## config.mk

```make
export PLATFORM = sky130hd
export DESIGN_NAME = serial_adder
export DESIGN_NICKNAME = d
export VERILOG_FILES = /design/src/rtl/serial_adder.sv
export SDC_FILE = /design/constraint.sdc
export NUM_CORES = 1
export LEC_CHECK = 0
export CAP_MARGIN = 20
export CORE_UTILIZATION = 45
export DETAILED_ROUTE_END_ITERATION = 12
export PLACE_DENSITY = 0.7
export SLEW_MARGIN = 20
export SYNTH_ARGS = -nofsm -noshare
export SYNTH_HDL_FRONTEND = slang
export SYNTH_SLANG_ARGS = --single-unit
```

## constraint.sdc

```tcl
create_clock -name clk -period 2.6 [get_ports clk]
set_input_delay 0.26 -clock clk [delete_from_list [all_inputs] [get_ports clk]]
set_output_delay 0.26 -clock clk [all_outputs]
set_load 0.005 [all_outputs]
```

## src/rtl/serial_adder.sv

```systemverilog
`default_nettype none
// ============================================================================
// Module   : serial_adder
// Purpose  : Bit-serial adder. Adds two WIDTH-bit operands LSB-first, one bit
//            per clock, using a single full-adder slice and a carry flip-flop.
//            A start/done handshake frames each operation.
// Ports    : clk    - rising-edge clock
//            rst_n  - synchronous active-low reset
//            start  - request, sampled only while idle
//            a, b   - operands, captured on an accepted start
//            cin    - carry-in, captured on an accepted start
//            sub    - (only with SERIAL_ADDER_SUB_EN) 1 = compute a - b
//            busy   - high while running or signalling done
//            done   - one-cycle pulse, sum/cout valid
//            sum    - result, held until the next operation completes
//            cout   - final carry-out (with sub: 1 = no borrow)
// Options  : `define SERIAL_ADDER_SUB_EN adds the sub port (two's-complement
//            subtraction by loading ~b and forcing carry-in to 1).
// Revision : 1.0 - initial release
// ============================================================================
module serial_adder #(
    parameter int WIDTH = 8
) (
    input  logic             clk,
    input  logic             rst_n,
    input  logic             start,
    input  logic [WIDTH-1:0] a,
    input  logic [WIDTH-1:0] b,
    input  logic             cin,
`ifdef SERIAL_ADDER_SUB_EN
    input  logic             sub,
`endif
    output logic             busy,
    output logic             done,
    output logic [WIDTH-1:0] sum,
    output logic             cout
);

    localparam int                 c_CNT_W    = (WIDTH > 1) ? $clog2(WIDTH) : 1;
    localparam logic [c_CNT_W-1:0] c_CNT_LAST = c_CNT_W'(WIDTH - 1);

    localparam logic [1:0] c_IDLE = 2'd0;
    localparam logic [1:0] c_RUN  = 2'd1;
    localparam logic [1:0] c_DONE = 2'd2;

    logic [1:0]         r_state;
    logic [1:0]         w_state_nxt;
    logic [WIDTH-1:0]   r_a;
    logic [WIDTH-1:0]   r_b;
    logic               r_carry;
    logic [c_CNT_W-1:0] r_cnt;
    // Holds only the WIDTH-1 most recent sum bits; the final bit is merged
    // in combinationally on the last edge straight into sum.
    logic [WIDTH-2:0]   r_res;

    logic               w_accept;
    logic               w_last;
    logic               w_s;
    logic               w_carry_nxt;
    logic [WIDTH-1:0]   w_res_nxt;
    logic [WIDTH-1:0]   w_b_load;
    logic               w_c_load;

`ifdef SERIAL_ADDER_SUB_EN
    // a - b = a + ~b + 1; the carry-out then reads as "no borrow".
    assign w_b_load = sub ? ~b : b;
    assign w_c_load = sub ? 1'b1 : cin;
`else
    assign w_b_load = b;
    assign w_c_load = cin;
`endif

    assign w_accept    = (r_state == c_IDLE) && start;
    assign w_last      = (r_cnt == c_CNT_LAST);
    assign w_s         = r_a[0] ^ r_b[0] ^ r_carry;
    assign w_carry_nxt = (r_a[0] & r_b[0]) | (r_carry & (r_a[0] ^ r_b[0]));
    assign w_res_nxt   = {w_s, r_res};

    // State register
    always_ff @(posedge clk) begin
        if (!rst_n) begin
            r_state <= c_IDLE;
        end else begin
            r_state <= w_state_nxt;
        end
    end

    // Next-state logic
    always_comb begin
        w_state_nxt = r_state;
        case (r_state)
            c_IDLE:  if (start)  w_state_nxt = c_RUN;
            c_RUN:   if (w_last) w_state_nxt = c_DONE;
            c_DONE:  w_state_nxt = c_IDLE;
            default: w_state_nxt = c_IDLE;
        endcase
    end

    // Output logic
    always_comb begin
        busy = (r_state == c_RUN) || (r_state == c_DONE);
        done = (r_state == c_DONE);
    end

    // Datapath: operand shifters, carry, bit counter, result capture
    always_ff @(posedge clk) begin
        if (!rst_n) begin
            r_a     <= '0;
            r_b     <= '0;
            r_carry <= 1'b0;
            r_cnt   <= '0;
            r_res   <= '0;
            sum     <= '0;
            cout    <= 1'b0;
        end else if (w_accept) begin
            r_a     <= a;
            r_b     <= w_b_load;
            r_carry <= w_c_load;
            r_cnt   <= '0;
        end else if (r_state == c_RUN) begin
            r_a     <= {1'b0, r_a[WIDTH-1:1]};
            r_b     <= {1'b0, r_b[WIDTH-1:1]};
            r_carry <= w_carry_nxt;
            r_res   <= w_res_nxt[WIDTH-1:1];
            if (w_last) begin
                // Counter returns to zero so it never exceeds WIDTH-1.
                r_cnt <= '0;
                sum   <= w_res_nxt;
                cout  <= w_carry_nxt;
            end else begin
                r_cnt <= r_cnt + 1'b1;
            end
        end
    end

endmodule
`default_nettype wire

```

==> results.md <==
- Fin crit share: about 70%
- Final instance area: between 2000 and 2500 um^2
- H-tree depth: 2
- Ys async rst share: 0%
- Post-synthesis mux area share: roughly 20%
- Number of setup buffers added after CTS: 0
- Post-Synth Adder-Cell Area: under 10%
- Routed Antenna Nets: 0
- Final min period: around 1800 ps
- DP Area: between 1500 and 2000 um^2
- Hold_ws: 462 ps
- Hold WC Path Type: reg -> reg
- Nets: 224
- Syn Nets: about 200
- TNS Setup: 0 ps
- Fill cells: 320
- Startpoint Class: flip-flop
- EDFF count, synth: 0
- DR iter-0 viols: 70
- Worst-path clk slew: 80 ps
- Synth Area in Simple Gates: 11.1%
- Pin count of the biggest net entering global routing: 47
- Die width: 62.8 um
- Wire per inst: 12.4 um
- CTS tree: yes
- DP HPWL: ~2.1 mm
- Synth cell count leaders: 38 x dfxtp_1, 34 x mux2i_1, 21 x nand2_1
- First-pass GRT wire length: 5.26 mm
- Top post-synthesis cells by area: dfxtp_1 46%, mux2i_1 20%, a21oi_1 5.1%, o21ai_0 4.8%, nand2_1 4.7%
- Post-Route WL: a little over 3 mm
- Leak Pwr: between 0.0007 and 0.0008 uW
- IO buf count: 30
- Post-synthesis xor/xnor area fraction: 0%
- Setup Skew: 7.85 ps
- Slew Limit Fails: 0
- Synth top area share: roughly 46%
- CTS hold repair buffers: 0
- Type of the worst setup path: reg -> reg
- Initial antenna violation count: 0
- Drt pass-1 iters: 4
- Post-synthesis cell area: 1660 um^2
- Clock sinks: 38
- Yosys warnings: 0
- Bufs on Longest Clock Path: 2
- Routability cong.: between 0.6 and 0.7
- Core Rows: 21
- Final Hold Viols: 0
- Run status: complete, no violations
- Synth Area in Compound Gates: between 10 and 15%
- Post-CTS Resized: 0
- Cell accounting for the most synthesized area: dfxtp_1
- Layout cells sized above 1: under 10%
- CP endpoint kind: flip-flop
- Worst skew pair latency: about 280 ps
- Vias: around 1.2k
- Unique masters post-synth: 21
- Pwr dens: around 750 nW/um^2
- Vias in the first global route: 1177
- Die height: 62.8 um
- Core area: between 3000 and 4000 um^2
- Total GRT Usage: between 10% and 20%
- Peak VDD IR: between 0.4 and 0.5 mV
- Die Area: just under 4000 um^2
- Ys flop type: dfxtp_1
- Seq/Total Area, Yosys: approximately 46%
- Post-route DRC: 0
- Largest family of logic cells by synthesized area: multiplexers
- Max-cap violation count: 0
- Congestion Overflow GR: 0
- # IOs: 31
- RSZ-0062 raised after global routing: no
- Post-synthesis instance total: 170
- Register bit count reported by yosys: 38
- Initial Util: between 40% and 50%
- Mean Syn Cell Area: roughly 9.8 um^2
- Worst EP required: about 2800 ps
- Least-Margin Pin Slew: between 500 and 600 ps
- CTS Buf Count: 5
- Antenna Cells: 0
- Crit-path max FO: 34
- Final setup fails: 0
- Syn-to-layout area delta: 24.5%
- DR vias/cell: 4.95
- CP arrival: about 2000 ps
- Count leader, synth: dfxtp_1
- Root buf cell: clkbuf_8
- Worst rel slew slack: about 64%
- Fmax achieved: ~0.55 GHz
## power breakdown
group          total [uW]  internal [uW]  switching, uW
Combinational         381            181            200
Sequential            689            648           40.3
Clock                 479            282            197
## final timing paths
kind	slack [ps]	cells past startpoint	from	endpoint
setup reg to reg	780	5	r_state[0]$_SDFFE_PN0P_	sum[3]$_SDFFE_PN0P_
hold reg to reg	460	2	sum[5]$_SDFFE_PN0P_	sum[5]$_SDFFE_PN0P_
setup / recovery	780	5	r_state[0]$_SDFFE_PN0P_	sum[3]$_SDFFE_PN0P_
hold / removal	460	2	sum[5]$_SDFFE_PN0P_	sum[5]$_SDFFE_PN0P_
## per-layer routing
metal	global-route usage (%)	up-vias	part of all wire [%]
met1	19.8	546	46
met3	4.38	4	4.4
met2	29.3	26	48
met5	0	-	0
li1	-	631	-
met4	7.85	0	1.4
## state kept, by name, indices dropped and copies added (netlist names)
signal and count:
cout 1, r_a 8, r_state 2, r_res 7
r_cnt 3, r_carry 1, sum 8, r_b 8
## final cells by class
type	count	area, um^2	share of cell area, %
repair buffers	32	315	15.2
well taps	46	57.6	2.78
inverters	4	15.0	0.726
clock inverters	3	40.0	1.94
clock buffers	5	68.8	3.33
multi-input cells	116	811	39.2
flip-flops and latches	38	761	36.8
## placed cells by master, fill, tap and decap left out, types with 4 or more instances in the layout
cell,instances
nand2_1,21
clkdlybuf4s50_1,30
o21ai_0,16
a21oi_1,17
clkbuf_8,5
ha_1,6
nand3_1,4
inv_1,4
dfxtp_1,38
nor2b_1,8
mux2i_1,34
## logic make-up after synthesis
kind of cell    Yosys count
buf+inv                  16
fa+ha+maj                 7
flops                    38
compound gates           36
simple gates             39
mux                      34
## stage by stage
step	setup WS, ps	power [uW]	utilization [%]	instances
after floorplan	1310	1010	-	170
after global placement	808	1070	56.9	236
after detailed placement	741	1080	56.9	236
after CTS	786	1560	60.1	244
after global routing	630	1640	60.1	244
final	780	1550	60.1	244
## critical path: stages (launching register included)
cell and delay, ps:
dfxtp_1 360, inv_1 90, ha_1 250, nand2_2 420, and3_4 380, mux2i_1 230
Note: power is estimated with default switching activity, not from simulation.
